File: src/rtl/alu_seq.sv
// Instruction sequencer feeding an external combinational ALU: fetches operands
// from a small register file, drives the ALU, and writes the result back.
module alu_seq #(
    parameter int NREG = 4,
    parameter int W    = 8,
    localparam int AW  = $clog2(NREG)
) (
    input  logic          clk,
    input  logic          reset,
    input  logic          instr_valid,
    output logic          instr_ready,
    input  logic          instr_ldi,
    input  logic [4:0]    instr_op,
    input  logic          instr_cin,
    input  logic [AW-1:0] instr_rd,
    input  logic [AW-1:0] instr_ra,
    input  logic [AW-1:0] instr_rb,
    input  logic [W-1:0]  instr_imm,
    output logic [4:0]    alu_sel,
    output logic [W-1:0]  alu_a,
    output logic [W-1:0]  alu_b,
    output logic          alu_cin,
    input  logic [W-1:0]  alu_o,
    output logic          done,
    output logic [W-1:0]  result,
    output logic [7:0]    icount,
    input  logic [AW-1:0] dbg_addr,
    output logic [W-1:0]  dbg_data
);

    typedef enum logic [1:0] {
        S_IDLE = 2'd0,
        S_EXEC = 2'd1,
        S_WB   = 2'd2
    } state_t;

    state_t        r_state;
    logic          r_ready;
    logic          r_ldi;
    logic [AW-1:0] r_rd;
    logic [W-1:0]  r_imm;
    logic [W-1:0]  r_regs [NREG];
    logic [4:0]    r_sel;
    logic [W-1:0]  r_a;
    logic [W-1:0]  r_b;
    logic          r_cin;
    logic          r_done;
    logic [W-1:0]  r_result;
    logic [7:0]    r_icount;
    logic [W-1:0]  w_wdata;

    assign w_wdata = r_ldi ? r_imm : alu_o;

    always_ff @(posedge clk) begin
        if (reset) begin
            r_state  <= S_IDLE;
            r_ready  <= 1'b1;
            r_ldi    <= 1'b0;
            r_rd     <= '0;
            r_imm    <= '0;
            r_sel    <= '0;
            r_a      <= '0;
            r_b      <= '0;
            r_cin    <= 1'b0;
            r_done   <= 1'b0;
            r_result <= '0;
            r_icount <= '0;
            for (int i = 0; i < NREG; i++) begin
                r_regs[i] <= '0;
            end
        end else begin
            r_done <= 1'b0;
            case (r_state)
                S_IDLE: begin
                    if (instr_valid && r_ready) begin
                        r_ldi   <= instr_ldi;
                        r_rd    <= instr_rd;
                        r_imm   <= instr_imm;
                        r_ready <= 1'b0;
                        if (instr_ldi) begin
                            r_state <= S_WB;
                        end else begin
                            // Operands are read here, after any earlier write-back has landed,
                            // so they are already current while the EXEC cycle runs.
                            r_a     <= r_regs[instr_ra];
                            r_b     <= r_regs[instr_rb];
                            r_sel   <= instr_op;
                            r_cin   <= instr_cin;
                            r_state <= S_EXEC;
                        end
                    end
                end
                S_EXEC: begin
                    r_state <= S_WB;
                end
                S_WB: begin
                    r_regs[r_rd] <= w_wdata;
                    r_result     <= w_wdata;
                    r_done       <= 1'b1;
                    r_icount     <= r_icount + 8'd1;
                    r_ready      <= 1'b1;
                    r_state      <= S_IDLE;
                end
                default: begin
                    r_ready <= 1'b1;
                    r_state <= S_IDLE;
                end
            endcase
        end
    end

    assign instr_ready = r_ready;
    assign alu_sel     = r_sel;
    assign alu_a       = r_a;
    assign alu_b       = r_b;
    assign alu_cin     = r_cin;
    assign done        = r_done;
    assign result      = r_result;
    assign icount      = r_icount;
    assign dbg_data    = r_regs[dbg_addr];

endmodule

File: config.mk
export PLATFORM = sky130hd
export DESIGN_NAME = alu_seq
export DESIGN_NICKNAME = d
export VERILOG_FILES = /design/src/rtl/alu_seq.sv
export SDC_FILE = /design/constraint.sdc
export NUM_CORES = 1
export LEC_CHECK = 0
export BUFFER_PORTS_ARGS = -buffer_cell sky130_fd_sc_hd__buf_2
export CELL_PAD_IN_SITES_DETAIL_PLACEMENT = 0
export CELL_PAD_IN_SITES_GLOBAL_PLACEMENT = 1
export CORE_UTILIZATION = 45
export CTS_CLUSTER_DIAMETER = 60
export CTS_CLUSTER_SIZE = 16
export DETAILED_ROUTE_END_ITERATION = 10
export GPL_TIMING_DRIVEN = 0
export PLACE_DENSITY = 0.82
export SKIP_CTS_REPAIR_TIMING = 1
export SKIP_LAST_GASP = 1
export SLEW_MARGIN = 20
export SYNTH_ARGS = -nofsm -noshare
export SYNTH_HDL_FRONTEND = slang
export SYNTH_SLANG_ARGS = --single-unit
File: constraint.sdc
create_clock -name clk -period 5.6 [get_ports clk]
set_input_delay 1.12 -clock clk [delete_from_list [all_inputs] [get_ports clk]]
set_output_delay 1.12 -clock clk [all_outputs]
set_load 0.05 [all_outputs]
==> metrics.md, run 1 <==
| Metric | Value |
|---|---|
| Ant. Diodes | `0` |
| Placed cell area | `0.00426 mm²` |
| Die area | `slightly below 0.009 mm²` |
| Outcome | `finished, final reports clean` |
| Clock sink count | `85` |
| Post-synth ARST share | `0%` |
| Final Skew | `0.00645 ns` |
| Clock latency on the worst-skew pair | `0.34 ns` |
| Relative slew slack | `37.5%` |
| Post-DP HPWL | `6750 µm` |
| # IOs | `82` |
| Avg Inst Size Synth | `10.9 µm²` |
| Max Root-Sink Buffers | `2` |
| Fmax | `~300 MHz` |
| Hold crit path type | `flop to flop` |
| Post-synthesis sequential area ratio | `53.7%` |
| Initial Util | `a little under half` |
| Reg clk slew, reported paths | `about 0.080 ns` |
| Max_cap viols | `0` |
| Final period util | `59.8%` |
| Largest family of logic cells by synthesized area | `multiplexers` |
| Initial antenna violation count | `0` |
| Worst Path Arrival | `between 2 and 2.5 ns` |
| Number of setup violations in the final report | `0` |
| H-tree depth reported by CTS | `3` |
| Most frequent cell after synthesis | `dfxtp_1` |
| Total power | `around 1.4 mW` |
| Fraction of layout cells with a size suffix above 1 | `a little over a quarter` |
| Die height | `93.5 µm` |
| Tmin final | `roughly 3.3 ns` |
| DR WL met2 | `4590 µm` |
| Synth Area in Simple Gates | `between 10 and 15%` |
| Routed Antenna Nets | `0` |
| Synth area leaders | `dfxtp_1, edfxtp_1, mux4_2` |
| TritonCTS clock tree | `yes` |
| Placer Congestion | `between 0.7 and 0.8` |
| RSZ-0062 raised after global routing | `no` |
| Multi-input logic area | `0.00160 mm²` |
| Setup slack after layout | `roughly 2.3 ns` |
| Vias in the first global route | `between 2000 and 3000` |
| Most used flip-flop cell after synthesis | `dfxtp_1` |
| Finished Cell Area | `~0.0045 mm²` |
| Startpoint type of the worst setup path | `input pin` |
| Required @ worst endpoint | `approximately 4.5 ns` |
| Multiplexer share of the synthesized area | `16.5%` |
| Post-synthesis adder-cell area fraction | `less than 1%` |
| Hold Crit Depth | `2` |
| Library cells used by synthesis | `31` |
| Synth cell count leaders | `dfxtp_1, nor2_1, a21oi_1, edfxtp_1, nand2_1` |
| Critical Path Sink Type | `output pin` |
| First-pass GRT wire length | `14800 µm` |
| FP Rows | `32` |
| Leading area contributor after synthesis | `dfxtp_1` |
| Reg area | `a little over 0.002 mm²` |
| Pwr Density | `between 300 and 400 mW/mm²` |
| Placed Instances | `~520` |
| Fin. Hold Viols | `0` |
| Core Area | `0.00789 mm²` |
| Avg WL per Cell | `17.5 µm` |
| Met3 Routed Length | `between 500 and 600 µm` |
| Buffers on Ports | `74` |
| TritonRoute pass-1 iters | `4` |
| DR vias | `about 3000` |
| Total CTS buffers | `9` |
| R2R depth | `4` |
| Synth Net Count | `between 300 and 400` |
| DRC | `0` |
| P&R area growth vs syn | `19.7%` |
| Top-area cell type share of the netlist area | `about 28%` |
| Worst slew pin tran | `approximately 0.93 ns` |
| Clock Tree Root | `clkbuf_8` |
| Total grt overflow | `0` |
| Met1 wire length | `roughly 4200 µm` |
| Compound-cell area share of the yosys netlist | `between 10 and 15%` |
| Slew Viols, Final | `0` |
| Die width | `approximately 93 µm` |
| Drt first-iter violations | `143` |
| Post-synthesis xor/xnor area fraction | `0.465%` |
| Uppermost layer routed | `met4` |
| Place WS | `2.25 ns` |
| Vias/cell | `between 5 and 6` |
| Post-Syn Area | `roughly 0.0038 mm²` |
| Static leakage | `between 1.5 and 2 nW` |
| Routed wire length | `9400 µm` |
| GRT Total Usage | `between 20% and 30%` |
| Yosys reg bits | `85` |
| WS Path Type | `input pin to output pin` |
| Setup TNS | `0 ns` |
| Largest net degree at the start of global routing | `15` |
| Fin cells | `537` |
| Max VDD drop | `~0.00014 V` |
| Filler Cells Inserted | `716` |
| Yosys Warn Count | `0` |
| Crit Path Max Fanout | `8` |
| Post-synth EDFFs | `32` |
| Nets | `between 400 and 500` |
| Synth Instances | `345` |
-- placed cells by master, fill, tap and decap left out --
cell type / synthesis / layout
dfxtp_1: 53 / 53
buf_1: 5 / 5
nand2_1: 29 / 29
mux4_2: 24 / 24
a31oi_1: 1 / 1
clkbuf_1: 20 / 22
xnor2_1: 1 / 1
xor2_1: 1 / 1
nor2_4: 1 / 1
o31ai_1: 2 / 2
ha_1: 1 / 1
edfxtp_1: 32 / 32
inv_1: 4 / 4
or2b_1: 1 / 1
clkbuf_8: 0 / 10
a21oi_1: 39 / 39
nor2_1: 42 / 42
and4bb_2: 1 / 1
buf_2: 3 / 77
or4_1: 2 / 2
nand3_1: 25 / 25
o21ai_1: 0 / 1
nand4bb_1: 1 / 1
nand3b_1: 1 / 1
or3_1: 4 / 4
nand4b_1: 1 / 1
buf_6: 2 / 2
or3b_1: 3 / 3
mux2i_1: 8 / 8
clkbuf_16: 0 / 4
nor2b_1: 1 / 1
nor3_1: 2 / 2
a211oi_1: 8 / 8
o21ai_0: 27 / 26
-- worst max-delay path: stages --
cell    delay, ns
buf_1        0.43
mux4_2       0.44
buf_2        0.24
-- registers in the layout, summed over array words and instances, names as in the netlist --
| register | count |
|---|---|
| result | 8 |
| instr_ready | 1 |
| alu_a | 8 |
| icount | 8 |
| r_imm | 8 |
| r_rd | 2 |
| alu_b | 8 |
| done | 1 |
| alu_sel | 5 |
| alu_cin | 1 |
| r_ldi | 1 |
| r_state | 2 |
| r_regs | 32 |
-- path summary, 6_finish.rpt --
kind / startpoint / to / slack (ns)
hold reg to reg: r_imm[6] / r_imm[6] / 0.46
setup / recovery: dbg_addr[1] / dbg_data[4] / 2.25
setup reg to reg: r_state[1] / r_regs[2][2] / 3.32
hold / removal: r_imm[6] / r_imm[6] / 0.46
-- report_power, final --
group	switching [mW]	leakage (nW)	internal, mW
registers	0.0198	0.762	0.670
logic	0.156	0.845	0.0700
clock network	0.215	0.124	0.283
-- cells by family after synthesis --
family,count (synthesis)
buffers and inverters,34
adders and majority gates,1
muxes,32
DFF,85
AOI/OAI and AO/OA,77
xor gates and xnor gates,2
and+or+nand+nor,114
-- stage by stage --
stage	util (%)	hold slack, ns
finish	57.1	0.457
global route	57.1	0.475
CTS	57.1	0.459
detailed placement	54.0	0.448
global placement	54.0	0.442
floorplan	-	0.436
-- layout make-up --
cell class	count	share of cell area, %
sequential	85	44.9
multi-input combinational	226	35.4
timing repair buffer	74	8.22
clock buffer	16	5.44
buffer	30	2.92
tap	102	2.83
inverter	4	0.333
-- metal layers --
metal  global-route usage [%]  vias to the layer above
li1                         -                     1431
met1                     28.7                     1434
met2                     38.2                      103
met3                     4.63                        9
met4                     9.36                        0
met5                        0                        -
(Power assumes the default switching activity.)
==> inputs of run 2 (changes only) <==
--- a/config.mk
+++ b/config.mk
@@ -8,12 +8,12 @@
 export BUFFER_PORTS_ARGS = -buffer_cell sky130_fd_sc_hd__buf_2
 export CELL_PAD_IN_SITES_DETAIL_PLACEMENT = 0
 export CELL_PAD_IN_SITES_GLOBAL_PLACEMENT = 1
-export CORE_UTILIZATION = 45
+export CORE_UTILIZATION = 42
 export CTS_CLUSTER_DIAMETER = 60
 export CTS_CLUSTER_SIZE = 16
 export DETAILED_ROUTE_END_ITERATION = 10
 export GPL_TIMING_DRIVEN = 0
-export PLACE_DENSITY = 0.82
+export PLACE_DENSITY = 0.77
 export SKIP_CTS_REPAIR_TIMING = 1
 export SKIP_LAST_GASP = 1
 export SLEW_MARGIN = 20
==> constraint.sdc (replaced) <==
create_clock -name clk -period 3.2 [get_ports clk]
set_input_delay 0.64 -clock clk [delete_from_list [all_inputs] [get_ports clk]]
set_output_delay 0.64 -clock clk [all_outputs]
set_load 0.05 [all_outputs]
==> run 2 against run 1 <==
  * Utilization shrank 5.6 points
  * Setup slack lost 1.4 ns
  * Clock skew grew 0.0034 ns
  * Global-route usage shrank 2.5 points
  * First-iteration DRC count grew 17%
  * Critical path depth is the same
  * Sequential share of layout area grew 0.33 points
  * Via count shrank 1.5%
  * Non-clock buffer count is the same
  * Count of clock-buffer cells in the layout shrank 7
  * Wire length shrank 3.9%
  * Highest routed layer unchanged
==> metrics.md, run 2 (same netlist as run 1, synthesis figures left out) <==
| Metric | Value |
|---|---|
| Fraction of layout cells with a size suffix above 1 | `27.8% (+0.46 points)` |
| First-pass GRT wire length | `14900 µm (+0.89%)` |
| RSZ-0062 raised after global routing | `no` |
| TritonCTS clock tree | `yes` |
| P&R area growth vs syn | `18.9%` |
| Initial antenna violation count | `0 (unchanged)` |
| Relative slew slack | `50.3% (+13 points)` |
| Clock sink count | `85 (unchanged)` |
| Sw Ratio | `30.2% (+2.5 points)` |
| # IOs | `82 (unchanged)` |
| Static leakage | `1.70 nW (-1.7%)` |
| Final period util | `a little over 70%` |
| Final Skew | `0.00986 ns (+0.00341 ns)` |
| Int Pwr | `1.67 mW (+63%)` |
| Most common cell after layout, fill and taps aside | `buf_2` |
| Max Root-Sink Buffers | `2 (unchanged)` |
| DRC | `0 (unchanged)` |
| Vias/cell | `5.40 (-2.6%)` |
| Slowest cell on the critical path | `mux4_2` |
| Vias in the first global route | `2894 (-0.89%)` |
| Crit-path cells | `buf_2 > mux4_2 > buf_2` |
| Placed cell area | `0.00427 mm² (+0.18%)` |
| GRT Total Usage | `20.3% (-2.5 points)` |
| Slew Viols, Final | `0 (unchanged)` |
| Setup TNS | `0 ns (unchanged)` |
| Filler Cells Inserted | `855 (+19%)` |
| Max VDD drop | `0.000242 V (+78%)` |
| Combinational group share of total power | `16.3% (+0.3 points)` |
| Total grt overflow | `0 (unchanged)` |
| Placed Instances | `527 (+1.2%)` |
| CP max stage delay | `0.56 ns (+0.12 ns)` |
| WP buf/inv | `2 (unchanged)` |
| Largest reg by FF count | `r_regs` |
| Worst slew pin tran | `0.741 ns (-0.191 ns)` |
| Outcome | `finished, final reports clean` |
| Total CTS buffers | `9 (unchanged)` |
| Routed wire length | `9030 µm (-3.9%)` |
| Fmax | `431 MHz` |
| Fin. Hold Viols | `0 (unchanged)` |
| Placer Congestion | `0.752 (-1.8%)` |
| Finished Cell Area | `0.00447 mm² (-0.72%)` |
| Die width | `96.7 µm (+3.4%)` |
| Max_cap viols | `0 (unchanged)` |
| Avg WL per Cell | `16.6 µm (-5.0%)` |
| Tmin final | `about 2.3 ns` |
| Reg clk slew, reported paths | `0.09 ns (about the same)` |
| Finished Core Util | `51.6% (-5.6 points)` |
| H-tree depth reported by CTS | `3 (unchanged)` |
| WS Path Type | `input pin to output pin` |
| Clock latency on the worst-skew pair | `0.36 ns (+0.02 ns)` |
| Switching power | `719 µW (+84%)` |
| Ant. Diodes | `0 (unchanged)` |
| FP Rows | `34 (+6.3%)` |
| Required @ worst endpoint | `2.56 ns (-1.92 ns)` |
| Max FFs per register | `32 (unchanged)` |
| Clock Tree Root | `clkbuf_8` |
| Commonest cells after routing, fill and taps aside | `buf_2, dfxtp_1, nor2_1` |
| Most Frequent Cell on Critical Path | `buf_2` |
| Clock power share | `33.0% (-2.2 points)` |
| Startpoint type of the worst setup path | `input pin` |
| Die area | `0.00934 mm² (+7.0%)` |
| Post-DP HPWL | `6800 µm (+0.77%)` |
| Total power | `2.38 mW (+69%)` |
| Drt first-iter violations | `167 (+17%)` |
| Crit Path Max Fanout | `8 (unchanged)` |
| TritonRoute pass-1 iters | `4 (unchanged)` |
| Nets | `465 (unchanged)` |
| Core Area | `0.00868 mm² (+10%)` |
| Hold crit path type | `flop to flop` |
| DR vias | `2933 (-1.5%)` |
| Reg power frac | `50.8% (+2.0 points)` |
| Pwr Density | `533 mW/mm² (+70%)` |
| Worst Path Arrival | `1.68 ns (-0.55 ns)` |
| Buffers on Ports | `74 (unchanged)` |
| Top delay family on crit path | `multiplexers` |
| Largest net degree at the start of global routing | `17 (+2)` |
| Initial Util | `43.4% (-4.3 points)` |
| Die height | `96.7 µm (+3.4%)` |
| Fin cells | `543 (+1.1%)` |
| Number of setup violations in the final report | `0 (unchanged)` |
| Critical Path Sink Type | `output pin` |
| Routed Antenna Nets | `0 (unchanged)` |
[run 2: cell types whose count changed in the layout (fill, tap and decap cells not counted), sizes merged]
cell / change
bufinv: +1
clkinv: +1
inv: +2
clkinvlp: +3
clkbuf: -7
[run 2: per-stage QoR]
| stage | setup slack (ns) | hold slack [ns] |
|---|---|---|
| 2_1_floorplan | 0.889 | 0.436 |
| 3_3_place_gp | 0.663 | 0.442 |
| 3_5_place_dp | 0.641 | 0.447 |
| 4_1_cts | 0.864 | 0.460 |
| 5_1_grt | 0.836 | 0.484 |
| 6_report | 0.879 | 0.460 |
[run 2: cell type report]
| type | count | area (µm²) | share of cell area, % |
|---|---|---|---|
| plain buffers | 30 | 131 | 2.94 |
| clock buffers | 9 | 124 | 2.77 |
| clock inverters | 7 | 81.3 | 1.82 |
| inverters | 4 | 15.0 | 0.336 |
| multi-input cells | 226 | 1600 | 35.7 |
| flip-flops and latches | 85 | 2020 | 45.2 |
| well taps | 108 | 135 | 3.02 |
| repair buffers | 74 | 370 | 8.28 |
[run 2: final timing paths]
kind | end | slack, ns | start | depth (start not counted)
worst max-delay path | dbg_data[4] | 0.88 | dbg_addr[0] | 3
worst min-delay path | r_imm[5] | 0.46 | r_imm[5] | 2
worst max register to register | r_regs[0][5] | 1.03 | r_state[1] | 5
worst min register to register | r_imm[5] | 0.46 | r_imm[5] | 2
[run 2: power groups by stage]
stage / clock network (mW) / registers, mW / logic (mW)
detailed placement: 0 / 1.23 / 0.391
CTS: 0.803 / 1.21 / 0.392
global route: 0.847 / 1.22 / 0.419
floorplan: 0 / 1.30 / 0.212
finish: 0.786 / 1.21 / 0.388
global placement: 0 / 1.23 / 0.386
[run 2: routing by layer]
metal  up-vias  share of wire [%]  GRT usage [%]
met4         0               0.94           7.12
met5         -                  0              0
met2        96                 48           33.0
li1       1435                  -              -
met1      1393                 45           26.9
met3         9                6.0           4.26
[run 2: worst register-to-register path: stages (launching register included)]
cell     delay, ns
dfxtp_1       0.48
or3b_1        0.44
buf_6         0.17
or3_1         0.32
buf_6         0.15
nand2_1       0.28
==> inputs of run 3 (changes only) <==
==> constraint.sdc (replaced) <==
create_clock -name clk -period 2.3 [get_ports clk]
set_input_delay 0.46 -clock clk [delete_from_list [all_inputs] [get_ports clk]]
set_output_delay 0.46 -clock clk [all_outputs]
set_load 0.05 [all_outputs]
==> run 3 against run 2 <==
  * Critical path depth rose by 1
  * Non-clock buffer count did not move
  * Register-to-register slack got worse by 0.84 ns
  * Clock power rose by 39%
  * Critical endpoint is now r_regs[1][1]
  * Largest power group unchanged
  * Highest routed layer unchanged
==> metrics.md, run 3 (same netlist as run 1, synthesis figures left out) <==
| Metric | Value |
|---|---|
| Die width | `96.7 µm (unchanged)` |
| Required @ worst endpoint | `2.33 ns (-0.23 ns)` |
| Pwr Density | `739 mW/mm² (+39%)` |
| Filler Cells Inserted | `853 (-0.23%)` |
| Final Skew | `0.00762 ns (-0.00225 ns)` |
| Startpoint type of the worst setup path | `flop` |
| Int Pwr | `2.32 mW (+39%)` |
| Setup TNS | `0 ns (unchanged)` |
| Combinational group share of total power | `16.3% (about the same)` |
| Reg power frac | `50.9% (about the same)` |
| Outcome | `finished, final reports clean` |
| Ant. Diodes | `0 (unchanged)` |
| Tmin final | `2.11 ns` |
| Hold crit path type | `input pin to flop` |
| Place WS | `-0.0790 ns (-0.720 ns)` |
| Sw Ratio | `30.0% (-0.14 points)` |
| Clock latency on the worst-skew pair | `0.36 ns (about the same)` |
| Initial antenna violation count | `0 (unchanged)` |
| Max Root-Sink Buffers | `2 (unchanged)` |
| Final period util | `91.6%` |
| Clock Tree Root | `clkbuf_8` |
| Relative slew slack | `49.9% (-0.36 points)` |
| DR vias | `2933 (unchanged)` |
| Drt first-iter violations | `195 (+17%)` |
| Buffers on Ports | `74 (unchanged)` |
| Initial Util | `43.4% (unchanged)` |
| RSZ-0062 raised after global routing | `no` |
| Number of setup violations in the final report | `0 (unchanged)` |
| Avg WL per Cell | `16.6 µm (about the same)` |
| Total grt overflow | `0 (unchanged)` |
| Post-DP HPWL | `6800 µm (unchanged)` |
| Reg clk slew, reported paths | `0.09 ns (about the same)` |
| TritonCTS clock tree | `yes` |
| Nets | `465 (unchanged)` |
| Slew Viols, Final | `0 (unchanged)` |
| DRC | `0 (unchanged)` |
| Core Area | `0.00868 mm² (unchanged)` |
| Vias/cell | `5.40 (unchanged)` |
| Placed Instances | `527 (unchanged)` |
| Max VDD drop | `0.000334 V (+38%)` |
| Worst slew pin tran | `0.746 ns (+0.00532 ns)` |
| H-tree depth reported by CTS | `3 (unchanged)` |
| Worst Path Arrival | `2.14 ns (+0.46 ns)` |
| Commonest cells after routing, fill and taps aside | `buf_2, dfxtp_1, nor2_1` |
| Largest reg by FF count | `r_regs` |
| Largest net degree at the start of global routing | `17 (unchanged)` |
| Clock sink count | `85 (unchanged)` |
| Die height | `96.7 µm (unchanged)` |
| Static leakage | `1.70 nW (about the same)` |
| Setup slack after layout | `0.194 ns (-0.685 ns)` |
| FP Rows | `34 (unchanged)` |
| R2R depth | `4 (-1)` |
| First-pass GRT wire length | `14900 µm (unchanged)` |
| P&R area growth vs syn | `19.0%` |
| Clock power share | `32.8% (-0.2 points)` |
| Vias in the first global route | `2894 (unchanged)` |
| Routed wire length | `9030 µm (about the same)` |
| Switching power | `993 µW (+38%)` |
| Max_cap viols | `0 (unchanged)` |
| Routed Antenna Nets | `0 (unchanged)` |
| GRT Total Usage | `20.3% (unchanged)` |
| Placer Congestion | `0.752 (unchanged)` |
| Hold Crit Depth | `3 (+1)` |
| Fraction of layout cells with a size suffix above 1 | `28.3% (+0.46 points)` |
| Fin cells | `543 (unchanged)` |
| Crit Path Max Fanout | `9 (+1)` |
| Critical Path Sink Type | `flop` |
| Total CTS buffers | `9 (unchanged)` |
| Fin. Hold Viols | `0 (unchanged)` |
| Total power | `3.31 mW (+39%)` |
| Most common cell after layout, fill and taps aside | `buf_2` |
| WS Path Type | `flop to flop` |
| TritonRoute pass-1 iters | `4 (unchanged)` |
| Max FFs per register | `32 (unchanged)` |
| # IOs | `82 (unchanged)` |
| Die area | `0.00934 mm² (unchanged)` |
| Fmax | `475 MHz` |
| Finished Core Util | `51.6% (+0.058 points)` |
-- run 3: cell types whose count changed in the layout (fill, tap and decap cells not counted) --
| cell | before | now |
|---|---|---|
| nand2_1 | 29 | 27 |
| nand2_2 | 0 | 2 |
-- run 3: critical path, cell delays in order (launching register included) --
cell,delay [ns]
dfxtp_1,0.49
or3b_1,0.44
or3b_1,0.38
buf_2,0.18
nand2_1,0.29
-- run 3: worst paths after layout --
kind / endpoint / from / slack, ns
worst min-delay path: r_imm[0] / instr_imm[0] / 0.33
worst max-delay path: r_regs[1][1] / r_state[1] / 0.19
worst min register to register: r_imm[5] / r_imm[5] / 0.46
worst max register to register: r_regs[1][1] / r_state[1] / 0.19
-- run 3: metal layers --
| layer | up-vias | part of all wire, % | global-route usage (%) | wire, µm |
|---|---|---|---|---|
| li1 | 1432 | - | - | - |
| met1 | 1400 | 44 | 26.9 | 4010 |
| met2 | 93 | 49 | 33.0 | 4400 |
| met3 | 8 | 5.9 | 4.26 | 531 |
| met4 | 0 | 1.0 | 7.12 | 91 |
| met5 | - | 0 | 0 | 0 |
-- run 3: layout make-up --
type / count / area [µm²] / area share (%)
sequential: 85 / 2020 / 45.1
multi-input combinational: 226 / 1600 / 35.7
timing repair buffer: 74 / 370 / 8.27
tap: 108 / 135 / 3.02
buffer: 30 / 131 / 2.93
clock buffer: 9 / 124 / 2.77
clock inverter: 7 / 81.3 / 1.82
inverter: 4 / 15.0 / 0.335
-- run 3: metrics by stage --
step,hold slack (ns),area [µm²]
after floorplan,0.436,3760
after global placement,0.442,4270
after detailed placement,0.447,4270
after CTS,0.311,4470
after global routing,0.336,4480
final,0.327,4480
-- run 3: power groups by stage --
stage	Sequential (mW)	Combinational, mW	Clock (mW)
after global placement	1.71	0.537	0
after floorplan	1.81	0.295	0
after CTS	1.68	0.545	1.12
after detailed placement	1.72	0.544	0
final	1.68	0.541	1.09
after global routing	1.69	0.584	1.18
